### config.mk
export PLATFORM = sky130hd
export DESIGN_NAME = mfcc_frame_sequencer
export DESIGN_NICKNAME = d
export VERILOG_FILES = /design/src/rtl/mfcc_pkg.sv /design/src/rtl/mfcc_watchdog.sv /design/src/rtl/mfcc_frame_sequencer.sv
export SDC_FILE = /design/constraint.sdc
export NUM_CORES = 1
export LEC_CHECK = 0
export ABC_AREA = 1
export CORE_MARGIN = 10
export CORE_UTILIZATION = 63
export CTS_CLUSTER_SIZE = 20
export DETAILED_ROUTE_END_ITERATION = 12
export GPL_ROUTABILITY_DRIVEN = 0
export PLACE_DENSITY = 0.94
export SYNTH_ARGS = -nofsm -noshare
export SYNTH_HDL_FRONTEND = slang
export SYNTH_HIERARCHICAL = 1
export SYNTH_SLANG_ARGS = --single-unit
### constraint.sdc
create_clock -name clk -period 6.83 [get_ports clk]
set_input_delay 1.366 -clock clk [delete_from_list [all_inputs] [get_ports clk]]
set_output_delay 1.366 -clock clk [all_outputs]
set_load 0.005 [all_outputs]
### src/rtl/mfcc_pkg.sv
// Shared state/error encodings and default sizing for the MFCC frame sequencer.
package mfcc_pkg;

  localparam int DEF_NUM_CEPS   = 12;
  localparam int DEF_CEPS_WIDTH = 16;

  typedef enum logic [3:0] {
    IDLE,
    WAIT_FRAME,
    START,
    WAIT_HAM,
    WAIT_FFT,
    WAIT_MEL,
    WAIT_DCT,
    DRAIN,
    ERROR
  } state_t;

  typedef enum logic [1:0] {
    ERR_NONE    = 2'b00,
    ERR_TIMEOUT = 2'b01,
    ERR_SEQ     = 2'b10,
    ERR_MISSING = 2'b11
  } err_t;

endpackage

### src/rtl/mfcc_watchdog.sv
// Saturating cycle watchdog: flags expiry on the LIMIT-th counted cycle since the last clear.
module mfcc_watchdog
  import mfcc_pkg::*;
#(
  parameter int LIMIT = 65536
) (
  input  logic clk,
  input  logic rst,
  input  logic clear_i,
  input  logic count_i,
  output logic expired_o
);

  localparam int CNT_W = (LIMIT > 1) ? $clog2(LIMIT) : 1;
  localparam logic [CNT_W-1:0] LAST = CNT_W'(LIMIT - 1);

  logic [CNT_W-1:0] cnt_q, cnt_d;

  always_comb begin
    cnt_d = cnt_q;
    if (clear_i) begin
      cnt_d = '0;
    end else if (count_i && (cnt_q != LAST)) begin
      cnt_d = cnt_q + CNT_W'(1);
    end
  end

  always_ff @(posedge clk or posedge rst) begin
    if (rst) begin
      cnt_q <= '0;
    end else begin
      cnt_q <= cnt_d;
    end
  end

  // Expiry is combinational so the owner can leave on exactly the LIMIT-th cycle.
  assign expired_o = count_i && (cnt_q == LAST);

endmodule

### src/rtl/mfcc_frame_sequencer.sv
// One-frame-in-flight controller for the MFCC chain: starts frames, tracks stage
// done strobes in order, captures the cepstral coefficients and drains them over valid/ready.
module mfcc_frame_sequencer
  import mfcc_pkg::*;
#(
  parameter int NUM_CEPS        = DEF_NUM_CEPS,
  parameter int CEPS_WIDTH      = DEF_CEPS_WIDTH,
  parameter int TIMEOUT_CYCLES  = 65536,
  parameter int FRAME_CNT_WIDTH = 16,
  localparam int IDX_W          = (NUM_CEPS > 1) ? $clog2(NUM_CEPS) : 1
) (
  input  logic                       clk,
  input  logic                       rst,
  input  logic                       enable_i,
  input  logic                       frame_ready_i,
  output logic                       start_frame_o,
  input  logic                       hamming_done_i,
  input  logic                       fft_done_i,
  input  logic                       mel_done_i,
  input  logic                       dct_done_i,
  input  logic                       dct_valid_i,
  input  logic [IDX_W-1:0]           ceps_ptr_i,
  input  logic [CEPS_WIDTH-1:0]      ceps_i,
  output logic                       out_valid_o,
  input  logic                       out_ready_i,
  output logic [CEPS_WIDTH-1:0]      out_data_o,
  output logic [IDX_W-1:0]           out_idx_o,
  output logic                       out_last_o,
  output logic [FRAME_CNT_WIDTH-1:0] frame_count_o,
  output logic                       busy_o,
  output logic                       error_o,
  output logic [1:0]                 error_code_o
);

  state_t                     state_q, state_d;
  err_t                       errCode_q, errCode_d;
  logic [IDX_W-1:0]           outIdx_q, outIdx_d;
  logic [FRAME_CNT_WIDTH-1:0] frameCount_q, frameCount_d;
  logic [NUM_CEPS-1:0]        mask_q, mask_d;
  logic [NUM_CEPS-1:0]        capBit;
  logic [CEPS_WIDTH-1:0]      ceps_q [NUM_CEPS];

  logic capWrite;
  logic handshake;
  logic lastBeat;
  logic wdClear;
  logic wdCount;
  logic wdExpired;

  assign capWrite  = (state_q == WAIT_DCT) && dct_valid_i && (32'(ceps_ptr_i) < NUM_CEPS);
  assign handshake = out_valid_o && out_ready_i;
  assign lastBeat  = (outIdx_q == IDX_W'(NUM_CEPS - 1));

  // Only stage waits and stalled drain beats are watched; WAIT_FRAME may idle forever.
  assign wdCount = ((state_q == WAIT_HAM) || (state_q == WAIT_FFT) ||
                    (state_q == WAIT_MEL) || (state_q == WAIT_DCT)) ||
                   ((state_q == DRAIN) && !out_ready_i);
  assign wdClear = (state_d != state_q);

  mfcc_watchdog #(
    .LIMIT(TIMEOUT_CYCLES)
  ) u_watchdog (
    .clk      (clk),
    .rst      (rst),
    .clear_i  (wdClear),
    .count_i  (wdCount),
    .expired_o(wdExpired)
  );

  always_comb begin
    capBit = '0;
    for (int i = 0; i < NUM_CEPS; i++) begin
      if (capWrite && (32'(ceps_ptr_i) == i)) capBit[i] = 1'b1;
    end
  end

  // A foreign done strobe outranks the own one, and both outrank the watchdog.
  always_comb begin
    state_d      = state_q;
    errCode_d    = errCode_q;
    mask_d       = mask_q | capBit;
    frameCount_d = frameCount_q;
    case (state_q)
      IDLE: begin
        if (enable_i) state_d = WAIT_FRAME;
      end
      WAIT_FRAME: begin
        if (!enable_i) state_d = IDLE;
        else if (frame_ready_i) state_d = START;
      end
      START: begin
        mask_d  = '0;
        state_d = WAIT_HAM;
      end
      WAIT_HAM: begin
        if (fft_done_i || mel_done_i || dct_done_i) begin
          state_d = ERROR; errCode_d = ERR_SEQ;
        end else if (hamming_done_i) begin
          state_d = WAIT_FFT;
        end else if (wdExpired) begin
          state_d = ERROR; errCode_d = ERR_TIMEOUT;
        end
      end
      WAIT_FFT: begin
        if (hamming_done_i || mel_done_i || dct_done_i) begin
          state_d = ERROR; errCode_d = ERR_SEQ;
        end else if (fft_done_i) begin
          state_d = WAIT_MEL;
        end else if (wdExpired) begin
          state_d = ERROR; errCode_d = ERR_TIMEOUT;
        end
      end
      WAIT_MEL: begin
        if (hamming_done_i || fft_done_i || dct_done_i) begin
          state_d = ERROR; errCode_d = ERR_SEQ;
        end else if (mel_done_i) begin
          state_d = WAIT_DCT;
        end else if (wdExpired) begin
          state_d = ERROR; errCode_d = ERR_TIMEOUT;
        end
      end
      WAIT_DCT: begin
        if (hamming_done_i || fft_done_i || mel_done_i) begin
          state_d = ERROR; errCode_d = ERR_SEQ;
        end else if (dct_done_i) begin
          if (&(mask_q | capBit)) begin
            state_d = DRAIN;
          end else begin
            state_d = ERROR; errCode_d = ERR_MISSING;
          end
        end else if (wdExpired) begin
          state_d = ERROR; errCode_d = ERR_TIMEOUT;
        end
      end
      DRAIN: begin
        if (handshake && lastBeat) begin
          frameCount_d = frameCount_q + FRAME_CNT_WIDTH'(1);
          state_d      = enable_i ? WAIT_FRAME : IDLE;
        end else if (wdExpired) begin
          state_d = ERROR; errCode_d = ERR_TIMEOUT;
        end
      end
      ERROR: begin
        if (!enable_i) begin
          state_d   = IDLE;
          errCode_d = ERR_NONE;
        end
      end
      default: begin
        state_d = IDLE;
      end
    endcase
  end

  // The index only lives inside DRAIN, so it is zero whenever DRAIN is left.
  always_comb begin
    outIdx_d = '0;
    if (state_d == DRAIN) outIdx_d = handshake ? (outIdx_q + IDX_W'(1)) : outIdx_q;
  end

  always_ff @(posedge clk or posedge rst) begin
    if (rst) begin
      state_q      <= IDLE;
      errCode_q    <= ERR_NONE;
      outIdx_q     <= '0;
      frameCount_q <= '0;
      mask_q       <= '0;
    end else begin
      state_q      <= state_d;
      errCode_q    <= errCode_d;
      outIdx_q     <= outIdx_d;
      frameCount_q <= frameCount_d;
      mask_q       <= mask_d;
    end
  end

  always_ff @(posedge clk) begin
    if (capWrite) ceps_q[ceps_ptr_i] <= ceps_i;
  end

  assign start_frame_o = (state_q == START);
  assign out_valid_o   = (state_q == DRAIN);
  assign out_data_o    = out_valid_o ? ceps_q[outIdx_q] : '0;
  assign out_idx_o     = outIdx_q;
  assign out_last_o    = out_valid_o && lastBeat;
  assign frame_count_o = frameCount_q;
  assign busy_o        = (state_q != IDLE) && (state_q != ERROR);
  assign error_o       = (state_q == ERROR);
  assign error_code_o  = errCode_q;

endmodule

---- Word level (Yosys, flattened, before mapping) ----
Memory sizes are Yosys's and may differ from the RTL's.
Index checks and enable logic that the tools add are counted.
storage, ports and cells
  register bits ........................... 54
  RAM bits ................................ 192
  input bits .............................. 30
  output and inout port bits .............. 43
  word-level logic and storage cells ...... 135
  memories kept ........................... 1
memories
  name    depth  bits a word  rd ports  clocked after memory_dff  write ports  line                        RTL
  ceps_q  12     16           1         0                         1            mfcc_frame_sequencer.sv:41  logic [CEPS_WIDTH-1:0] ceps_q [NUM_CEPS];
operators by class
  $add $sub $neg .......................... 3
  magnitude comparators ................... 1
  equality and inequality tests ........... 32
  muxes and demuxes ....................... 50
  bitwise gates (word level) .............. 1
  reduce and logical (&&, ||, !) cells .... 41
operators by type and width
  kind                                                                      number
  4-bit 2-to-1 mux                                                          17
  16-bit 2-to-1 mux                                                         3
  4-bit by 3-bit == test with 1-bit output (second input constant)          9
  4-bit case mux with 9 select lines                                        1
  16-bit by 1-bit adder with 16-bit output (second input constant)          2
  4-bit == test (second input constant)                                     6
  2-bit 2-to-1 mux                                                          12
  1-bit logical AND                                                         21
  16-bit == test (second input constant)                                    1
  4-bit by 2-bit == test with 1-bit output (second input constant)          4
  16-bit inequality test (second input constant)                            1
  1-bit 2-to-1 mux                                                          15
  12-bit 2-to-1 mux                                                         1
  12-bit bitwise OR                                                         1
  2-bit case mux with 6 select lines                                        1
  12-bit AND reduction                                                      1
  1-bit logical OR                                                          11
  3-bit by 2-bit inequality test with 1-bit output (second input constant)  3
  4-bit by 1-bit == test with 1-bit output (second input constant)          2
  4-bit zero test                                                           2
  4-bit inequality test (second input constant)                             2
  7-bit AND reduction                                                       1
  2-bit inequality test (second input constant)                             3
  6-bit nonzero test                                                        1
  7 further kinds                                                           7

---- Logic depth before layout (Yosys ltp) ----
Gate-level depths: netlist (run 1).
  depth after elaboration ................. 13
  gate-level depth with buffers ........... 23
  mapped depth without buffers ............ 22

---- Modules after synthesis ----
The synthesis (run 1) kept the hierarchy.
by module, submodules not included
  module                times used  cells an instance  area each (um2)  sequential area each (um2)
  mfcc_frame_sequencer  1           883                9806.9           6716.4
  mfcc_watchdog         1           146                1007.2           400.4

---- Least setup slack after synthesis (run 1) ----
Ideal clock, no wire load.
  kind .................................... input-to-reg
  from .................................... in out_ready_i
  to ...................................... reg u_watchdog.cnt_q[3]
  setup time .............................. 0.066 ns
  arrival ................................. 3.309 ns
  required time ........................... 6.764 ns
  slack ................................... 3.455 ns
  stages on the path ...................... 16
  path buffers ............................ 1
  path through ............................ o211ai_1 > inv_1 > nor2_1 > nor2_1 > nand3_1 > nor2_1 > nor3_2 > nand2_2 > nand2_1 > nand2_1 > nor2_1 > nand2_1 > inv_1 > buf_1 > nand4_1 > nand2_1
between the ends
  longest elaborated chain between the ends .. 10
  elaborated cells between the ends (all ways) .. 21
  classes of those cells .................. 1 x eq/ne; 12 x mux; 8 x reduce/logical
RTL lines
  item                                                            line                        RTL
  from (decl)                                                     mfcc_frame_sequencer.sv:25  input logic out_ready_i,
  1-bit zero test (*)                                             mfcc_frame_sequencer.sv:57  ((state_q == DRAIN) && !out_ready_i);
  1-bit logical AND (*)                                           mfcc_frame_sequencer.sv:57
  1-bit logical OR (*)                                            mfcc_frame_sequencer.sv:56  (state_q == WAIT_MEL) || (state_q == WAIT_DCT)) ||
  1-bit logical AND (*)                                           mfcc_watchdog.sv:37         assign expired_o = count_i && (cnt_q == LAST);
  net wdExpired                                                   mfcc_frame_sequencer.sv:48  logic wdExpired;
  4-bit 2-to-1 mux (*)                                            -
  4-bit 2-to-1 mux, on equally long branches (2 in a row)         -
  4-bit case mux with 9 select lines (*)                          mfcc_frame_sequencer.sv:83  case (state_q)
  net state_d[1]                                                  mfcc_frame_sequencer.sv:35  state_t state_q, state_d;
  4-bit inequality test (*)                                       mfcc_frame_sequencer.sv:58  assign wdClear = (state_d != state_q);
  net wdClear                                                     mfcc_frame_sequencer.sv:46  logic wdClear;
  16-bit 2-to-1 mux / 2-bit nonzero test (equally long branches)  -
  to (signal assigned)                                            mfcc_watchdog.sv:32         cnt_q <= cnt_d;
  to (decl)                                                       mfcc_watchdog.sv:17         logic [CNT_W-1:0] cnt_q, cnt_d;
The timed path passes the listed nets; every way through them passes the cells marked *.
A chain may end at the register's enable or synchronous reset.

---- Worst setup path after layout (run 1) ----
  from .................................... reg state_q[3]
  to ...................................... out out_data_o[11]
between the ends
  longest elaborated chain between the ends .. 2
RTL lines
  item                                      line                         RTL
  from (decl)                               mfcc_frame_sequencer.sv:35
  from (signal assigned)                    mfcc_frame_sequencer.sv:169  state_q <= state_d;
  4-bit by 3-bit == test with 1-bit output  mfcc_frame_sequencer.sv:182  assign out_valid_o = (state_q == DRAIN);
  16-bit 2-to-1 mux                         mfcc_frame_sequencer.sv:183  assign out_data_o = out_valid_o ? ceps_q[outIdx_q] : '0;
  to (decl)                                 mfcc_frame_sequencer.sv:26   output logic [CEPS_WIDTH-1:0] out_data_o,
No other way between the ends.

==> metrics.yaml, run 1 <==
place:
  dp.cells: 1285
  hpwlAfterDp_um: 15400
  portBuffers: 72
critical_path:
  crit_fanout: 13
  crit_path_cell_trace: "inv_2 > nand2_4 > inv_1 > nand2_1 > inv_1 > o21ai_0 > a31oi_1 > clkdlybuf4s50_1"
  path_depth: 8
  crit_family: "buffers and inverters"
  required_ns: 5.46
  startpoint_type: "register"
  cp_slowest_cell: "inv_1"
  reg2regPathDepth: 18
  worstPathArrival_ns: 3.56
  cp-end-kind: "primary output"
  cpMostUsedCell: "inv_1"
  critPathBufInv: 4
  slowest_delay_ns: 0.65
  crit_type: "reg2out"
  r2r_setup_slack_ns: 2.49
pwr:
  swShare_pct: 25.5
  clkPwrFrac_pct: 38.0
  ir_drop_mv: 0.206
  p_switching_mw: 0.836
  p_int_mw: 2.44
  leakage_nw: 4.74
  p_seq_share_pct: 50.7
  comb_power_share_pct: 11.3
  powerDensity_nw_per_um2: 264
min_path:
  min_path_type: "reg2reg"
  hold_depth: 1
routing:
  dr_total_vias: 8550
  first_iter_violations: 1374
  drt-wirelength-per-cell_um: 21.0
  drt-total-wl_um: 27800
  route.detailed.drc: 0
  vias_per_cell: 6.44
  postRouteAntennaNets: 0
  first_pass_iters: 10
cells_and_area:
  nets: 1123
  area_growth_pct: 14.8
  finalNonFillerCells: 1327
  drive_gt1_share_pct: 6.96
grt:
  grt-ovfl-total: 0
  antenna_found_initial: 1
  grtUsageTotal_pct: 24.7
  grt_max_degree: 101
  met2_usage_pct: 40.1
  global_route.usage.met3_pct: 6.24
  grt_pass1_wl_um: 44100
  grt_pass1_vias: 8552
  met1_usage_pct: 29.6
  grt.busiest_layer: "met2"
timing:
  finalHoldViolCount: 0
  tns_ns: 0
  rsz0062_at_grt: "no"
  period_share_pct: 72.1
  period_needed_ns: 4.93
  fmax_mhz: 203
  relSlewSlack_pct: 22.7
  tightest_slew_ns: 1.16
  maxSlewViolCount: 0
  setup_viol: 0
  finClkSkew_ns: 0.0118
logic_synthesis:
  synth_fp_nets: 1062
  avgSynthCellArea_um2: 10.5
  synth-edff-count: 192
  ys.flop_type: "edfxtp_1"
  synth_cells: 1029
  syn_area_um2: 10800
  ys_types: 43
  ys_ff_latch: 246
  async_reset_ff_share_pct: 22.0
  yosysSeqAreaShare_pct: 65.8
  yosysWarningCount: 6
cts:
  cts_max_path_buffers: 3
  cts_made_buffers: 23
  cts_resized: 0
  htree_levels: 1
  cts_tree: "done"
  cts.reportedPaths.clkPinSlew_ns: 0.06
  cts_hold_buffers: 0
  postCtsSetupBuffers: 0
  cts_root_buf: "clkbuf_16"
  insertion_delay_ns: 0.52
  cts.sinks: 246
die:
  placementRows: 47
  io_pins: 73
  initial_core_util_pct: 64.8
  die_h_um: 151
  core-area_um2: 16700
  die_area_um2: 22800
  die_w_um: 151
outcome:
  status: "finished clean"
flow_run:
  maxCapViolCount: 0
==> placed cells by master, fill, tap and decap left out, types with 6 or more instances in the layout <==
cell type,instances
nand3_1,37
clkinv_1,9
nand4_1,15
a311oi_1,6
nor2_2,6
clkdlybuf4s50_1,72
xor2_1,13
clkinv_2,7
nand2_2,7
nand2_1,163
a31oi_1,10
buf_4,9
xnor2_1,8
clkbuf_16,23
o21ai_0,116
inv_1,67
nor2_1,174
o22ai_1,43
a21oi_1,27
dfrtp_1,53
edfxtp_1,192
==> power groups by stage <==
stage | registers, mW | clock network, mW | logic [mW]
2_1_floorplan | 1.69 | 0 | 0.236
3_3_place_gp | 1.69 | 0 | 0.324
3_5_place_dp | 1.69 | 0 | 0.342
4_1_cts | 1.66 | 1.25 | 0.356
5_1_grt | 1.66 | 1.31 | 0.404
6_report | 1.66 | 1.25 | 0.370
==> cell families (layout without fill, tap and decap cells) <==
family | after synthesis | in the layout | synth area share [%]
adder cells (fa/ha/maj) | 3 | 3 | 0.347
flip-flops | 246 | 246 | 65.8
buffers and inverters | 122 | 199 | 4.54
XOR/XNOR | 21 | 21 | 1.70
other | 0 | 1 | 0
AND/OR/NAND/NOR | 422 | 422 | 16.5
AO/OA/AOI/OAI | 215 | 215 | 11.1
==> Yosys cell counts, types with 4 or more instances <==
library cell,instances,area share (%)
nor3_1,6,0.28
o22ai_1,43,2.5
nand3_1,37,1.7
edfxtp_1,192,53
clkinv_1,5,0.17
dfrtp_1,54,12
a21oi_1,27,1.2
nor2_1,174,6.0
o211ai_1,4,0.28
clkbuf_1,35,1.2
nand2_1,163,5.7
a311oi_1,6,0.49
nand4_1,15,0.87
inv_1,68,2.4
o21ai_0,116,5.4
a31oi_1,10,0.58
xor2_1,13,1.1
xnor2_1,8,0.65
nor2_2,6,0.35
inv_2,4,0.14
nand2_2,7,0.40
==> metal layers <==
layer	part of all wire, %	vias to the layer above
met3	12	153
li1	-	3710
met1	34	3998
met4	4.7	0
met5	0	-
met2	49	689
==> final timing paths <==
path | from | to
max in group asynchronous | rst | out_idx_o[0]
worst min-delay path | frame_count_o[15] | frame_count_o[15]
worst max register to register | out_idx_o[2] | u_watchdog/cnt_q[15]
min in group asynchronous | rst | u_watchdog/cnt_q[9]
worst max-delay path | state_q[3] | out_data_o[11]
worst min register to register | frame_count_o[15] | frame_count_o[15]
==> flip-flops by register name (all words and copies together), names as in the netlist <==
register / flops
state_q: 4
error_code_o: 2
out_idx_o: 4
ceps_q: 192
u_watchdog/cnt_q: 16
mask_q: 12
frame_count_o: 16
==> layout make-up <==
| type | instances | area, um2 |
|---|---|---|
| Clock inverter | 17 | 143 |
| Sequential cell | 246 | 7120 |
| Timing Repair Buffer | 81 | 788 |
| Multi-Input combinational cell | 661 | 3220 |
| Tap cell | 220 | 275 |
| Fill cell | 996 | 4290 |
| Clock buffer | 24 | 579 |
| Antenna cell | 1 | 2.50 |
| Inverter | 77 | 289 |
==> stage by stage <==
stage	util, %	cell area [um2]	setup WS (ns)	power (mW)	hold WS [ns]
after global placement	70.0	11700	2.18	2.02	0.463
final	74.3	12400	1.90	3.28	0.481
after detailed placement	70.0	11700	2.01	2.03	0.472
after global routing	74.3	12400	1.69	3.38	0.524
after floorplan	-	10800	3.45	1.92	0.467
after CTS	74.3	12400	1.93	3.27	0.487
==> worst reg2reg max path, stage by stage (launching register included) <==
cell and delay [ns]:
dfrtp_1 0.94, clkinv_1 0.89, nand3_1 0.30, nor2_2 0.09, nand2_2 0.20, inv_2 0.10
nand2_1 0.07, nand4_1 0.09, a21oi_2 0.16, nand2_2 0.10, nand2_1 0.08, nand2_1 0.06
nor2_1 0.12, nand2_1 0.12, inv_1 0.40, o21ai_2 0.16, inv_2 0.22, nand2_1 0.08
nand2_1 0.07
No activity file was read; power rests on OpenSTA's default activity.
==> run 2, diff against run 1 <==
CORE_UTILIZATION = 59   (was 63)
PLACE_DENSITY = 0.9   (was 0.94)
clock period = 4.95 ns   (was 6.83 ns; I/O delays follow)
==> run 2 against run 1 <==
  * Setup slack worse by 1.4 ns
  * Cell area grew 0.78%
  * Die area up 5.9%
  * Via count shrank 4.7%
  * Critical path type unchanged
==> metrics.yaml, run 2 (synthesis results as in run 1) <==
routing:
  drt-wirelength-per-cell_um: 19.3  # -7.8%
  first_pass_iters: 6  # -4
  route.detailed.drc: 0  # unchanged
  drt-total-wl_um: 26000  # -6.6%
  dr_total_vias: 8145  # -4.7%
  first_iter_violations: 978  # -29%
  postRouteAntennaNets: 0  # unchanged
  vias_per_cell: 6.06  # -6.0%
timing:
  maxSlewViolCount: 0  # unchanged
  setup_viol: 0  # unchanged
  finClkSkew_ns: 0.00908  # -0.00276 ns
  hold_slack_ns: 0.483  # +0.00189 ns
  relSlewSlack_pct: 35.0  # +12 points
  rsz0062_at_grt: "no"
  fmax_mhz: 226
  fin_ws_ns: 0.526  # -1.38 ns
  tns_ns: 0  # unchanged
  period_share_pct: 89.4
  period_needed_ns: 4.42
  finalHoldViolCount: 0  # unchanged
  tightest_slew_ns: 0.975  # -0.183 ns
min_path:
  min_path_type: "reg2reg"
grt:
  antenna_found_initial: 0  # -1
  grt_max_degree: 53  # -48%
  grt_pass1_wl_um: 41100  # -6.8%
  grt_pass1_vias: 8026  # -6.2%
  grtUsageTotal_pct: 20.9  # -3.8 points
  grt-ovfl-total: 0  # unchanged
die:
  placementRows: 49  # +4.3%
  io_pins: 73  # unchanged
  initial_core_util_pct: 60.0  # -4.8 points
  die_area_um2: 24100  # +5.9%
  core-area_um2: 18000  # +7.9%
  die_w_um: 155  # +2.9%
  die_h_um: 155  # +2.9%
cts:
  insertion_delay_ns: 0.52  # about the same
  cts_root_buf: "clkbuf_16"
  cts_tree: "done"
  htree_levels: 1  # unchanged
  postCtsSetupBuffers: 0  # unchanged
  cts.sinks: 246  # unchanged
  cts.reportedPaths.clkPinSlew_ns: 0.06  # about the same
  cts_resized: 0  # unchanged
  cts_max_path_buffers: 3  # unchanged
  cts_hold_buffers: 0  # unchanged
  cts_made_buffers: 24  # +4.3%
outcome:
  status: "finished clean"
cells_and_area:
  mostFrequentLayoutCell: "edfxtp_1"
  regMostFlops: "ceps_q"
  finalNonFillerCells: 1345  # +1.4%
  mostFrequentLayoutCells: "edfxtp_1 (192), nor2_1 (174), nand2_1 (163)"
  fillers: 1223  # +23%
  final_util_pct: 69.4  # -4.9 points
  nets: 1132  # +0.80%
  area_growth_pct: 15.7
  post-route-cell-area_um2: 12500  # +0.78%
  drive_gt1_share_pct: 7.08  # +0.12 points
  antenna_cells: 0  # -1
  largest_reg_flops: 192  # unchanged
pwr:
  swShare_pct: 24.1  # -1.4 points
  comb_power_share_pct: 10.5  # -0.8 points
  ir_drop_mv: 0.276  # +34%
  clkPwrFrac_pct: 38.8  # +0.8 points
  p_int_mw: 3.43  # +41%
  p_seq_share_pct: 50.7  # about the same
  leakage_nw: 4.79  # +1.0%
  p_switching_mw: 1.09  # +30%
  finalPower_mw: 4.53  # +38%
  powerDensity_nw_per_um2: 362  # +37%
flow_run:
  maxCapViolCount: 0  # unchanged
critical_path:
  crit_type: "reg2out"
  required_ns: 3.96  # -1.50 ns
  worstPathArrival_ns: 3.43  # -0.13 ns
  cp_slowest_cell: "inv_1"
  cpMostUsedCell: "inv_1"
  crit_path_cell_trace: "inv_2 > nand2_4 > inv_1 > nand2_1 > inv_1 > o21ai_0 > a31oi_1 > clkdlybuf4s50_1"
  crit_fanout: 13  # unchanged
  slowest_delay_ns: 0.62  # -0.03 ns
  cp-end-kind: "primary output"
  startpoint_type: "register"
place:
  dp.cells: 1302  # +1.3%
  place_ws_ns: 0.860  # -1.15 ns
  portBuffers: 72  # unchanged
  place_area_um2: 11800  # +0.61%
  hpwlAfterDp_um: 15600  # +1.1%
run 2: changes by cell type in the layout (fill, tap and decap cells not counted):
cell        previous run  this run
clkinv_2               7         3
buf_4                  9        17
inv_1                 67        68
clkinv_1               9        12
inv_6                  1         0
diode_2                1         0
clkbuf_1               1         5
clkbuf_16             23        25
clkinv_4               1         0
clkinvlp_4             2         0
run 2: final cells by class:
cell class / count / area, um2 / share of cell area [%]
repair buffers: 89 / 848 / 6.78
multi-input cells: 661 / 3220 / 25.7
well taps: 229 / 287 / 2.29
clock inverters: 13 / 105 / 0.840
inverters: 77 / 289 / 2.31
flip-flops and latches: 246 / 7120 / 56.9
clock buffers: 30 / 644 / 5.15
run 2: worst max-delay path: cells and delay by family, from the launching register on:
| kind | cells | cell delay [ns] |
|---|---|---|
| flip-flops | 1 | 0.44 |
| AND/OR/NAND/NOR | 2 | 0.44 |
| AO/OA/AOI/OAI | 2 | 0.60 |
| buffers and inverters | 4 | 1.42 |
run 2: power groups by stage:
stage | combinational [mW] | clock (mW) | sequential, mW
after floorplan | 0.325 | 0 | 2.33
after global placement | 0.445 | 0 | 2.33
after detailed placement | 0.455 | 0 | 2.34
after CTS | 0.467 | 1.76 | 2.29
after global routing | 0.519 | 1.85 | 2.30
final | 0.473 | 1.76 | 2.30
run 2: path summary, 6_finish.rpt:
kind,startpoint,depth (start not counted),slack (ns),end
setup / recovery,state_q[3],8,0.53,out_data_o[15]
min in group asynchronous,rst,2,0.87,u_watchdog/cnt_q[8]
max in group asynchronous,rst,3,3.65,out_idx_o[0]
hold reg to reg,frame_count_o[15],1,0.48,frame_count_o[15]
hold / removal,frame_count_o[15],1,0.48,frame_count_o[15]
setup reg to reg,state_q[2],21,1.18,u_watchdog/cnt_q[15]
run 2: layer usage:
layer / up-vias / track usage (%) / wire (um)
li1: 3724 / - / -
met3: 97 / 3.58 / 2620
met2: 515 / 34.9 / 12700
met1: 3809 / 26.2 / 9640
met4: 0 / 9.63 / 973
met5: - / 0 / 0
